## src/rtl/mulx_seq.sv

```systemverilog
// mulx_seq: radix-2 shift-add X_WIDTH x Y_WIDTH multiplier with start/ready handshake.
// Define SIGNED_MODE_EN to add the sgn input and s output (signed operation).
module mulx_seq #(
    parameter int X_WIDTH = 8,
    parameter int Y_WIDTH = 8,
    parameter int P_WIDTH = X_WIDTH + Y_WIDTH
) (
    input  logic               clk,
    input  logic               rst_n,
    input  logic               start,
    input  logic [X_WIDTH-1:0] x,
    input  logic [Y_WIDTH-1:0] y,
`ifdef SIGNED_MODE_EN
    input  logic               sgn,
    output logic               s,
`endif
    output logic               busy,
    output logic               rdy,
    output logic [P_WIDTH-1:0] p
);
    localparam logic [1:0] IDLE = 2'd0;
    localparam logic [1:0] RUN  = 2'd1;
    localparam logic [1:0] DONE = 2'd2;
    localparam int CW = $clog2(Y_WIDTH);
    logic [1:0]         state_q, state_d;
    logic [CW-1:0]      cnt_q, cnt_d;
    logic [P_WIDTH:0]   acc_q, acc_d, step;
    logic [X_WIDTH-1:0] mc_q, mc_d, xm;
    logic [Y_WIDTH-1:0] ym;
    logic [P_WIDTH-1:0] p_q, p_d, res;
    logic [X_WIDTH:0]   sum;
    logic               accept, fin;
`ifdef SIGNED_MODE_EN
    logic               neg_q, neg_d, sg_q, sg_d, s_q, s_d;
`endif
    // Signed operands run as magnitudes; the product is negated on the final step.
    always_comb begin
        accept  = start && (state_q != RUN);
        fin     = (state_q == RUN) && (cnt_q == CW'(Y_WIDTH - 1));
`ifdef SIGNED_MODE_EN
        xm      = (sgn && x[X_WIDTH-1]) ? -x : x;
        ym      = (sgn && y[Y_WIDTH-1]) ? -y : y;
        neg_d   = accept ? (sgn && (x[X_WIDTH-1] ^ y[Y_WIDTH-1])) : neg_q;
        sg_d    = accept ? sgn : sg_q;
`else
        xm      = x;
        ym      = y;
`endif
        sum     = acc_q[P_WIDTH:Y_WIDTH] + (acc_q[0] ? {1'b0, mc_q} : '0);
        step    = {sum, acc_q[Y_WIDTH-1:0]} >> 1;
`ifdef SIGNED_MODE_EN
        res     = neg_q ? -step[P_WIDTH-1:0] : step[P_WIDTH-1:0];
        s_d     = fin ? (sg_q && res[P_WIDTH-1]) : s_q;
`else
        res     = step[P_WIDTH-1:0];
`endif
        mc_d    = accept ? xm : mc_q;
        acc_d   = accept ? {{(X_WIDTH+1){1'b0}}, ym} : (state_q == RUN) ? step : acc_q;
        cnt_d   = (accept || fin) ? '0 : (state_q == RUN) ? cnt_q + CW'(1) : cnt_q;
        state_d = accept ? RUN : fin ? DONE : state_q;
        p_d     = fin ? res : p_q;
    end
    always_ff @(posedge clk or negedge rst_n) begin
        if (!rst_n) begin
            state_q <= IDLE;
            cnt_q   <= '0;
            acc_q   <= '0;
            mc_q    <= '0;
            p_q     <= '0;
`ifdef SIGNED_MODE_EN
            neg_q   <= 1'b0;
            sg_q    <= 1'b0;
            s_q     <= 1'b0;
`endif
        end else begin
            state_q <= state_d;
            cnt_q   <= cnt_d;
            acc_q   <= acc_d;
            mc_q    <= mc_d;
            p_q     <= p_d;
`ifdef SIGNED_MODE_EN
            neg_q   <= neg_d;
            sg_q    <= sg_d;
            s_q     <= s_d;
`endif
        end
    end
    assign busy = (state_q == RUN);
    assign rdy  = (state_q == DONE);
    assign p    = p_q;
`ifdef SIGNED_MODE_EN
    assign s    = s_q;
`endif
endmodule
```

## config.mk

```make
export PLATFORM = sky130hd
export DESIGN_NAME = mulx_seq
export DESIGN_NICKNAME = d
export VERILOG_FILES = /design/src/rtl/mulx_seq.sv
export SDC_FILE = /design/constraint.sdc
export NUM_CORES = 1
export LEC_CHECK = 0
export BUFFER_PORTS_ARGS = -buffer_cell sky130_fd_sc_hd__clkbuf_2
export CAP_MARGIN = 20
export CORE_MARGIN = 1
export CORE_UTILIZATION = 50
export DETAILED_ROUTE_END_ITERATION = 8
export GPL_TIMING_DRIVEN = 0
export PLACE_DENSITY_LB_ADDON = 0.2
export SYNTH_ARGS = -nofsm -noshare
export SYNTH_HDL_FRONTEND = slang
export SYNTH_SLANG_ARGS = --single-unit
```

## constraint.sdc

```tcl
create_clock -name clk -period 1.98 [get_ports clk]
set_input_delay 0.396 -clock clk [delete_from_list [all_inputs] [get_ports clk]]
set_output_delay 0.396 -clock clk [all_outputs]
set_load 0.005 [all_outputs]
```

=== Yosys cells after proc, flatten, opt, wreduce, memory -nomap -nowiden ===
Index checks and enable logic that the tools add are counted.
Widths: inputs -> output; s select.

* Add/subtract/negate cells: 2
* Equality and inequality tests: 4
* Multiplexer cells: 7
* Reductions and logical operators: 6

{| class="wikitable"
|+ Operators with widths
! kind !! count
|-
| $mux 17 || 2
|-
| $add 9x8->9 || 1
|-
| $mux 8 || 1
|-
| $mux 3 || 2
|-
| $reduce_bool 2->1 || 3
|-
| $mux 2 || 2
|-
| $add 3x1->3 const B || 1
|-
| $eq 3x3->1 const B || 1
|-
| $eq 2x1->1 const B || 1
|-
| $eq 2x2->1 const B || 1
|-
| $logic_and 1x1->1 || 2
|-
| $ne 2x1->1 const B || 1
|-
| $logic_or 1x1->1 || 1
|}

* Register bits: 46

=== Logic depth before layout (Yosys ltp) ===
Gate-level depths: netlist of run 1.

* Word-level depth: 4
* Mapped depth: 7

=== Worst setup path before layout of run 1 ===
OpenSTA, ideal clock, no wires.

* Path type: register to register
* From: reg acc_q[0]
* To: reg acc_q[13]
* Setup time: 0.069 ns
* Arrival: 1.945 ns
* Data required time: 1.911 ns
* Path slack: -0.034 ns
* Cell stages (with the launch flop): 8
* Buffers on the path: 0
* Period minus slack after synthesis: 2.014 ns
* Cells stage by stage: dfrtp_1 > and2_1 > ha_1 > fa_1 > a21oi_2 > o211ai_1 > or3_1 > nand3_1

* Longest elaborated chain between the ends: 4

{| class="wikitable"
|+ Ends and longest elaborated chain
! what !! RTL line !! RTL
|-
| from (decl) || 27 || <nowiki>logic [P_WIDTH:0] acc_q, acc_d, step;</nowiki>
|-
| from (signal assigned) || 67 || <nowiki>acc_q <= '0;</nowiki>
|-
| from (signal assigned) || 78 || <nowiki>acc_q <= acc_d;</nowiki>
|-
| $mux 8 || 49 || <nowiki>sum = acc_q[P_WIDTH:Y_WIDTH] + (acc_q[0] ? {1'b0, mc_q} : '0);</nowiki>
|-
| $add 9x8->9 || 49 ||
|-
| $mux 17 (2 in series) || 58 || <nowiki>acc_d = accept ? {{(X_WIDTH+1){1'b0}}, ym} : (state_q == RUN) ? step : acc_q;</nowiki>
|}

No other way between the ends. The select of a mux whose other input is x is not followed.
A chain may end at the register's enable or synchronous reset.

=== Worst setup path in the final report of run 1 ===
* From: reg acc_q[0]
* To: reg acc_q[15]

The elaborated chain is that of the path after synthesis.

==> flow_metrics.py, run 1 <==
metrics = {
    "timing": {
        "max_freq_ghz": 0.512,
        "rsz0062_at_grt": "true",
        "post-route-min-period_ns": 1.95,
        "hold_viol_final": 0,
        "relSlewSlack_pct": 70.3,
        "report.final.slew_viol_count": 0,
        "whs_ns": 0.330,
        "post-route-period-util_pct": 98.5,
        "setup_viol": 0,
        "tightest_slew_ns": 0.444,
        "finalClockSkew_ns": 0.00678,
    },
    "synth": {
        "synth_compound_area_share_pct": 12.1,
        "synth_top_family_by_area": "simple AND/OR/NAND/NOR gates",
        "syn_nets": 243,
        "synth_cell_type_count": 40,
        "ys.flop_type": "dfrtp_1",
        "synth_area_mm2": 0.00230,
        "ys_async_sr_fraction_pct": 100,
        "synthSimpleGateAreaFrac_pct": 16.3,
        "synth.most_common_cell": "dfrtp_1",
        "synth_commonest_cells": "45 x dfrtp_1, 21 x nand2_1, 17 x mux2_2",
        "syn-instance-count": 213,
        "synth_mux_area_share_pct": 12.2,
        "synth_top_area_share_pct": 48.9,
        "synth_top_area_cell": "dfrtp_1",
        "synth_xor_area_share_pct": 0.761,
        "synth-edff-count": 0,
        "synthAdderAreaFrac_pct": 6.31,
        "avgSynthCellArea_um2": 10.8,
        "synthTopCellsByArea": "dfrtp_1 49%, mux2_2 8.3%, ha_1 5.4%",
        "yosysWarnings": 0,
        "ys_ff_latch": 45,
        "synth.yosys.seq_area_share_pct": 48.9,
    },
    "global_route": {
        "grt_pass1_wl_um": 8400,
        "grt_pass1_vias": 1759,
        "antenna_found_initial": 0,
        "grt.total_usage_pct": 22.1,
        "grt_max_degree": 36,
        "gr-total-overflow": 0,
    },
    "final_layout": {
        "final_cell_area_mm2": 0.00286,
        "antennaDiodeCount": 0,
        "fillers": 342,
        "finalNonFillerCells": 319,
        "drive_gt1_share_pct": 36.0,
        "fin_nets": 297,
        "multi_input_area_mm2": 0.00119,
        "register_area_mm2": 0.00113,
        "area_growth_syn_to_layout_pct": 24.1,
    },
    "route": {
        "drt-initial-drc-count": 188,
        "firstDrtPassIters": 4,
        "routed_wl_um": 5100,
        "wl_per_cell_um": 16.0,
        "vias": 1805,
        "route.detailed.drc": 0,
        "via_per_inst": 5.66,
        "detail-route-antenna-nets": 0,
    },
    "run_status": {
        "status": "finished, final reports clean",
    },
    "critical_path": {
        "cp.arrival_ns": 2.12,
        "worstPathCellList": "buf_6 > and2_1 > ha_1 > a2111oi_1 > o211ai_1 > nand2_1 > o21ai_0",
        "cp_max_fo": 8,
        "end_kind": "register",
        "start_kind": "register",
        "cpMaxStageDelayCell": "a2111oi_1",
        "crit_type": "register to register",
        "required_ns": 2.15,
        "slowest_delay_ns": 0.45,
    },
    "die": {
        "die_area_mm2": 0.00488,
        "start_util_pct": 52.5,
        "io_pins": 37,
        "rows": 24,
        "dieWidth_um": 69.8,
        "fp.dieH_um": 69.8,
        "coreArea_mm2": 0.00438,
    },
    "clocking": {
        "clkLatencyLatePin_ns": 0.29,
        "cts_root_buf": "clkbuf_8",
        "clk_pin_slew_ns": 0.08,
        "htree_levels": 2,
        "cts_sinks": 45,
        "numCtsBuffers": 5,
        "clock_tree.buffer_depth": 2,
        "cts_tree": "done",
    },
    "power": {
        "leakagePower_uw": 0.00133,
        "vdd_ir_drop_max_mv": 0.721,
        "pwr_density_cell_mw_per_mm2": 1660,
    },
    "placement": {
        "placed_cell_area_mm2": 0.00257,
        "dpl.cell_count": 302,
        "io_buffers": 36,
        "gp_congestion": 0.881,
        "dp_hpwl_um": 3560,
    },
    "run": {
        "cap_violations": 0,
    },
    "worst_hold_path": {
        "holdCritPathClass": "primary input to register",
    },
}
[worst max-delay path, delay by kind of cell (launching register included)]
family,cells,cell delay [ns]
simple gates,2,0.27
fa+ha+maj,1,0.31
flops,1,0.42
buf+inv,1,0.13
compound gates,3,0.70
[flip-flops by register name, indices dropped and copies added, names as in the netlist]
name and cells:
acc_q 16, cnt_q 3, mc_q 8, p 16, state_q 2
[layout by cell type (no fill, tap or decap), drive strengths merged]
cell type / netlist / layout
a21oi: 5 / 5
a311oi: 1 / 1
clkinv: 0 / 1
nor3: 5 / 5
and2: 8 / 8
bufinv: 0 / 1
nand2b: 2 / 2
o31ai: 4 / 4
dfrtp: 45 / 45
buf: 7 / 16
a21o: 1 / 1
fa: 1 / 1
nor2: 6 / 6
o21a: 2 / 2
o21ai: 19 / 19
nand4: 3 / 3
xnor2: 2 / 2
dlygate4sd3: 0 / 1
inv: 7 / 7
a211o: 1 / 1
o21bai: 1 / 1
nand3b: 12 / 12
or2b: 1 / 1
mux2i: 9 / 9
o211a: 1 / 1
o211ai: 3 / 3
clkbuf: 3 / 45
nor3b: 4 / 4
a211oi: 2 / 2
mux2: 17 / 17
nand2: 22 / 22
or3: 2 / 2
ha: 10 / 10
a31oi: 1 / 1
nand3: 4 / 4
o31a: 1 / 1
a2111oi: 1 / 1
[area by class of cell]
| cell class | instances | share of cell area (%) |
|---|---|---|
| clock inverter | 2 | 1.23 |
| timing repair buffer | 47 | 9.86 |
| multi-input combinational | 151 | 41.8 |
| buffer | 10 | 1.97 |
| inverter | 7 | 1.01 |
| tap | 52 | 2.28 |
| clock buffer | 5 | 2.41 |
| sequential | 45 | 39.5 |
[metal layers]
layer  global-route usage [%]  wire (um)  share of wire [%]  up-vias
met5                        0          0                  0        -
met4                     9.33        139                2.7        0
met3                     5.09        174                3.4       14
met2                     34.6       2430                 48       50
met1                     29.5       2360                 46      872
li1                         -          -                  -      869
[final timing paths]
path | slack [ns] | startpoint | endpoint | depth (start not counted)
hold / removal | 0.33 | x[5] | mc_q[5] | 2
min in group asynchronous | 0.51 | rst_n | p[11] | 2
hold reg to reg | 0.49 | p[9] | p[9] | 2
setup reg to reg | 0.03 | acc_q[0] | acc_q[15] | 7
max in group asynchronous | 0.98 | rst_n | acc_q[0] | 3
setup / recovery | 0.03 | acc_q[0] | acc_q[15] | 7
[power by group]
part	total (uW)	switching [uW]	internal [uW]
sequential	1620	272	1350
clock	682	315	367
combinational	2450	1260	1190
[through the flow]
| step | setup TNS (ns) | total power [uW] | utilization, % | setup WS, ns |
|---|---|---|---|---|
| 2_1_floorplan | 0 | 3060 | - | 0.0405 |
| 3_3_place_gp | -0.344 | 3600 | 58.1 | -0.173 |
| 3_5_place_dp | -0.352 | 3670 | 58.6 | -0.177 |
| 4_1_cts | 0 | 4450 | 62.3 | 0.00931 |
| 5_1_grt | -0.0313 | 5130 | 65.2 | -0.0313 |
| 6_report | 0 | 4760 | 65.2 | 0.0287 |
[kinds of logic after synthesis]
group | Yosys count
xor+xnor | 2
compound gates | 43
simple gates | 69
mux | 26
flops | 45
buf+inv | 17
fa+ha+maj | 11
[what timing repair did]
| action | in CTS | in global routing |
|---|---|---|
| gates resized for setup | 6 | 15 |
| hold buffers | 1 | 0 |
| pin swaps | 5 | 11 |
| hold endpoints to repair | 10 | 0 |
| endpoints found under the setup margin | 3 | 6 |
| buffers inserted | 3 | 6 |
(Power assumes the default switching activity.)
==> run 2, diff against run 1 <==
--- a/config.mk
+++ b/config.mk
@@ -5,6 +5,7 @@
 export SDC_FILE = /design/constraint.sdc
 export NUM_CORES = 1
 export LEC_CHECK = 0
+export ABC_AREA = 1
 export BUFFER_PORTS_ARGS = -buffer_cell sky130_fd_sc_hd__clkbuf_2
 export CAP_MARGIN = 20
 export CORE_MARGIN = 1
==> run 2 against run 1 <==
Net effect: core utilization fell by 5.1 points; worst hold slack got worse by 0.30 ns; final cell count rose by 12%; critical path type unchanged; largest cell class is now flip-flops and latches; largest power group unchanged; highest routed layer unchanged.
==> flow_metrics.py, run 2 <==
metrics = {
    "global_route": {
        "grtUsageMet2_pct": 28.2,
        "antenna_found_initial": 0,
        "gr-total-overflow": 0,
        "use_met1_pct": 28.8,
        "grt.total_usage_pct": 19.5,
        "grt_pass1_vias": 1642,
        "grt_max_degree": 30,
        "grt_use_met3_pct": 3.63,
        "grt_pass1_wl_um": 7490,
        "top_usage_layer": "met1",
    },
    "route": {
        "drt-initial-drc-count": 122,
        "vias": 1722,
        "via_per_inst": 4.84,
        "detail-route-antenna-nets": 0,
        "route.detailed.drc": 0,
        "routed_wl_um": 4050,
        "wl_per_cell_um": 11.4,
        "firstDrtPassIters": 4,
    },
    "critical_path": {
        "worstPathCellList": "nand2_1 > inv_1 > ha_1 > fa_2 > nand2_1 > nand2_1 > nand3_1 > nand2_1 > nand2_1 > nand2_1 > nand2_1 > nand2_1",
        "cp_common_cell": "nand2_1",
        "cp.arrival_ns": 1.97,
        "r2r_start": "acc_q[0]",
        "cp.depth": 12,
        "cp_top_family": "simple AND/OR/NAND/NOR gates",
        "end_kind": "register",
        "startpoint": "acc_q[0]",
        "crit_type": "register to register",
        "worstRegToRegCells": 12,
        "slowest_delay_ns": 0.41,
        "rr_endpoint": "acc_q[15]",
        "cpMaxStageDelayCell": "dfrtp_2",
        "cp_max_fo": 3,
        "start_kind": "register",
        "required_ns": 2.17,
        "path_buf_inv": 1,
        "rrSetupSlack_ns": 0.20,
    },
    "timing": {
        "max_freq_ghz": 0.562,
        "relSlewSlack_pct": 70.1,
        "finalClockSkew_ns": 0.00534,
        "post-route-period-util_pct": 89.9,
        "tightest_slew_ns": 0.449,
        "post-route-min-period_ns": 1.78,
        "setup_viol": 0,
        "rsz0062_at_grt": "false",
        "hold_viol_final": 0,
        "report.final.slew_viol_count": 0,
    },
    "final_layout": {
        "fin_nets": 333,
        "finalNonFillerCells": 356,
        "utilization_pct": 60.1,
        "layout_commonest_cell": "nand2_1",
        "fillers": 412,
        "layout_common_cells": "102 x nand2_1, 44 x dfrtp_1, 36 x clkbuf_2",
        "antennaDiodeCount": 0,
        "area_growth_syn_to_layout_pct": 15.8,
        "drive_gt1_share_pct": 22.7,
    },
    "placement": {
        "dp_hpwl_um": 3070,
        "dpl.cell_count": 348,
        "gp_congestion": 0.766,
        "io_buffers": 36,
    },
    "synth": {
        "synth.most_common_cell": "nand2_1",
        "synth_commonest_cells": "102 x nand2_1, 45 x dfrtp_1, 32 x inv_1",
        "synth-edff-count": 0,
        "synth.yosys.seq_area_share_pct": 49.8,
        "avgSynthCellArea_um2": 8.72,
        "syn_nets": 289,
        "synth_cell_type_count": 28,
        "syn-instance-count": 259,
        "synth_top_area_share_pct": 49.8,
        "synthTopCellsByArea": "dfrtp_1 50%, nand2_1 17%, ha_1 5.5%",
        "synth_top_area_cell": "dfrtp_1",
        "ys.flop_type": "dfrtp_1",
        "ys_async_sr_fraction_pct": 100,
        "ys_ff_latch": 45,
        "synth_area_mm2": 0.00226,
        "yosysWarnings": 0,
    },
    "die": {
        "coreArea_mm2": 0.00435,
        "io_pins": 37,
        "die_area_mm2": 0.00479,
        "dieWidth_um": 69.2,
        "fp.dieH_um": 69.2,
        "start_util_pct": 51.9,
        "rows": 24,
    },
    "worst_hold_path": {
        "holdCritPathClass": "primary input to asynchronous set/reset pin",
    },
    "power": {
        "leakagePower_uw": 0.00149,
        "vdd_ir_drop_max_mv": 0.634,
        "pwr_density_cell_mw_per_mm2": 1510,
    },
    "clocking": {
        "cts_tree": "done",
        "clkLatencyLatePin_ns": 0.29,
        "htree_levels": 2,
        "cts_root_buf": "clkbuf_8",
        "clock_tree.buffer_depth": 2,
        "cts_sinks": 45,
        "clk_pin_slew_ns": 0.08,
        "numCtsBuffers": 5,
    },
    "run_status": {
        "status": "finished, final reports clean",
    },
    "run": {
        "cap_violations": 0,
    },
}
run 2: cell types whose count changed after synthesis, sizes merged, moves of 5 or more:
cell,previous run,this run
o221ai,0,7
mux2,17,0
nand3b,12,2
inv,7,36
mux2i,9,0
and2,8,0
nand2,22,104
nand3,4,16
nor3,5,0
run 2: cell families (layout without fill, tap and decap cells):
group / after synthesis / in the layout / synth area share, %
buffers and inverters: 43 / 88 / 8.80
and+or+nand+nor: 129 / 129 / 24.5
xor gates and xnor gates: 1 / 1 / 0.388
AOI/OAI and AO/OA: 30 / 30 / 10.1
DFF: 45 / 45 / 49.8
adders and majority gates: 11 / 11 / 6.42
run 2: per-stage QoR:
step,cell area (um^2),hold slack (ns),TNS [ns],setup slack [ns],total power [uW]
2_1_floorplan,2260,0.100,0,0.192,2900
3_3_place_gp,2500,0.457,0,0.0180,3360
3_5_place_dp,2520,0.362,-0.0540,-0.0336,3420
4_1_cts,2610,0.0411,0,0.0363,3970
5_1_grt,2620,0.0578,0,0.0280,4340
6_report,2620,0.0304,0,0.199,3950
run 2: power breakdown:
group          switching, uW  leakage, uW  total, uW  internal, uW
logic                   1120     0.000886       1880           764
registers                193     0.000570       1520          1330
clock network            296    0.0000385        546           250
run 2: final cells by class:
type                    instances  area [um^2]  share of cell area (%)
plain buffers                   6         57.6                    2.20
clock buffers                   7         76.3                    2.92
clock inverters                 1         7.51                   0.287
repair buffers                 38          208                    7.94
multi-input cells             171          937                    35.8
well taps                      52         65.1                    2.49
inverters                      36          138                    5.26
flip-flops and latches         45         1130                    43.1
run 2: how the worst max path moves through the flow:
stage,slack (ns),to
final,0.20,acc_q[15]
after detailed placement,-0.03,acc_q[15]
after floorplan,0.19,p[15]
after global routing,0.03,p[15]
after global placement,0.02,acc_q[15]
after CTS,0.04,acc_q[15]
run 2: repair_timing:
action | 4_1_cts | 5_1_grt
hold buffers | 0 | 0
pin swaps | 0 | 0
setup buffers | 0 | 1
gates resized for setup | 0 | 2
endpoints found under the setup margin | 3 | 6
run 2: per-layer routing:
metal / vias up / routed length (um) / share of wire (%)
li1: 903 / - / -
met1: 774 / 2140 / 53
met2: 40 / 1690 / 42
met3: 5 / 150 / 3.7
met4: 0 / 61 / 1.5
met5: - / 0 / 0
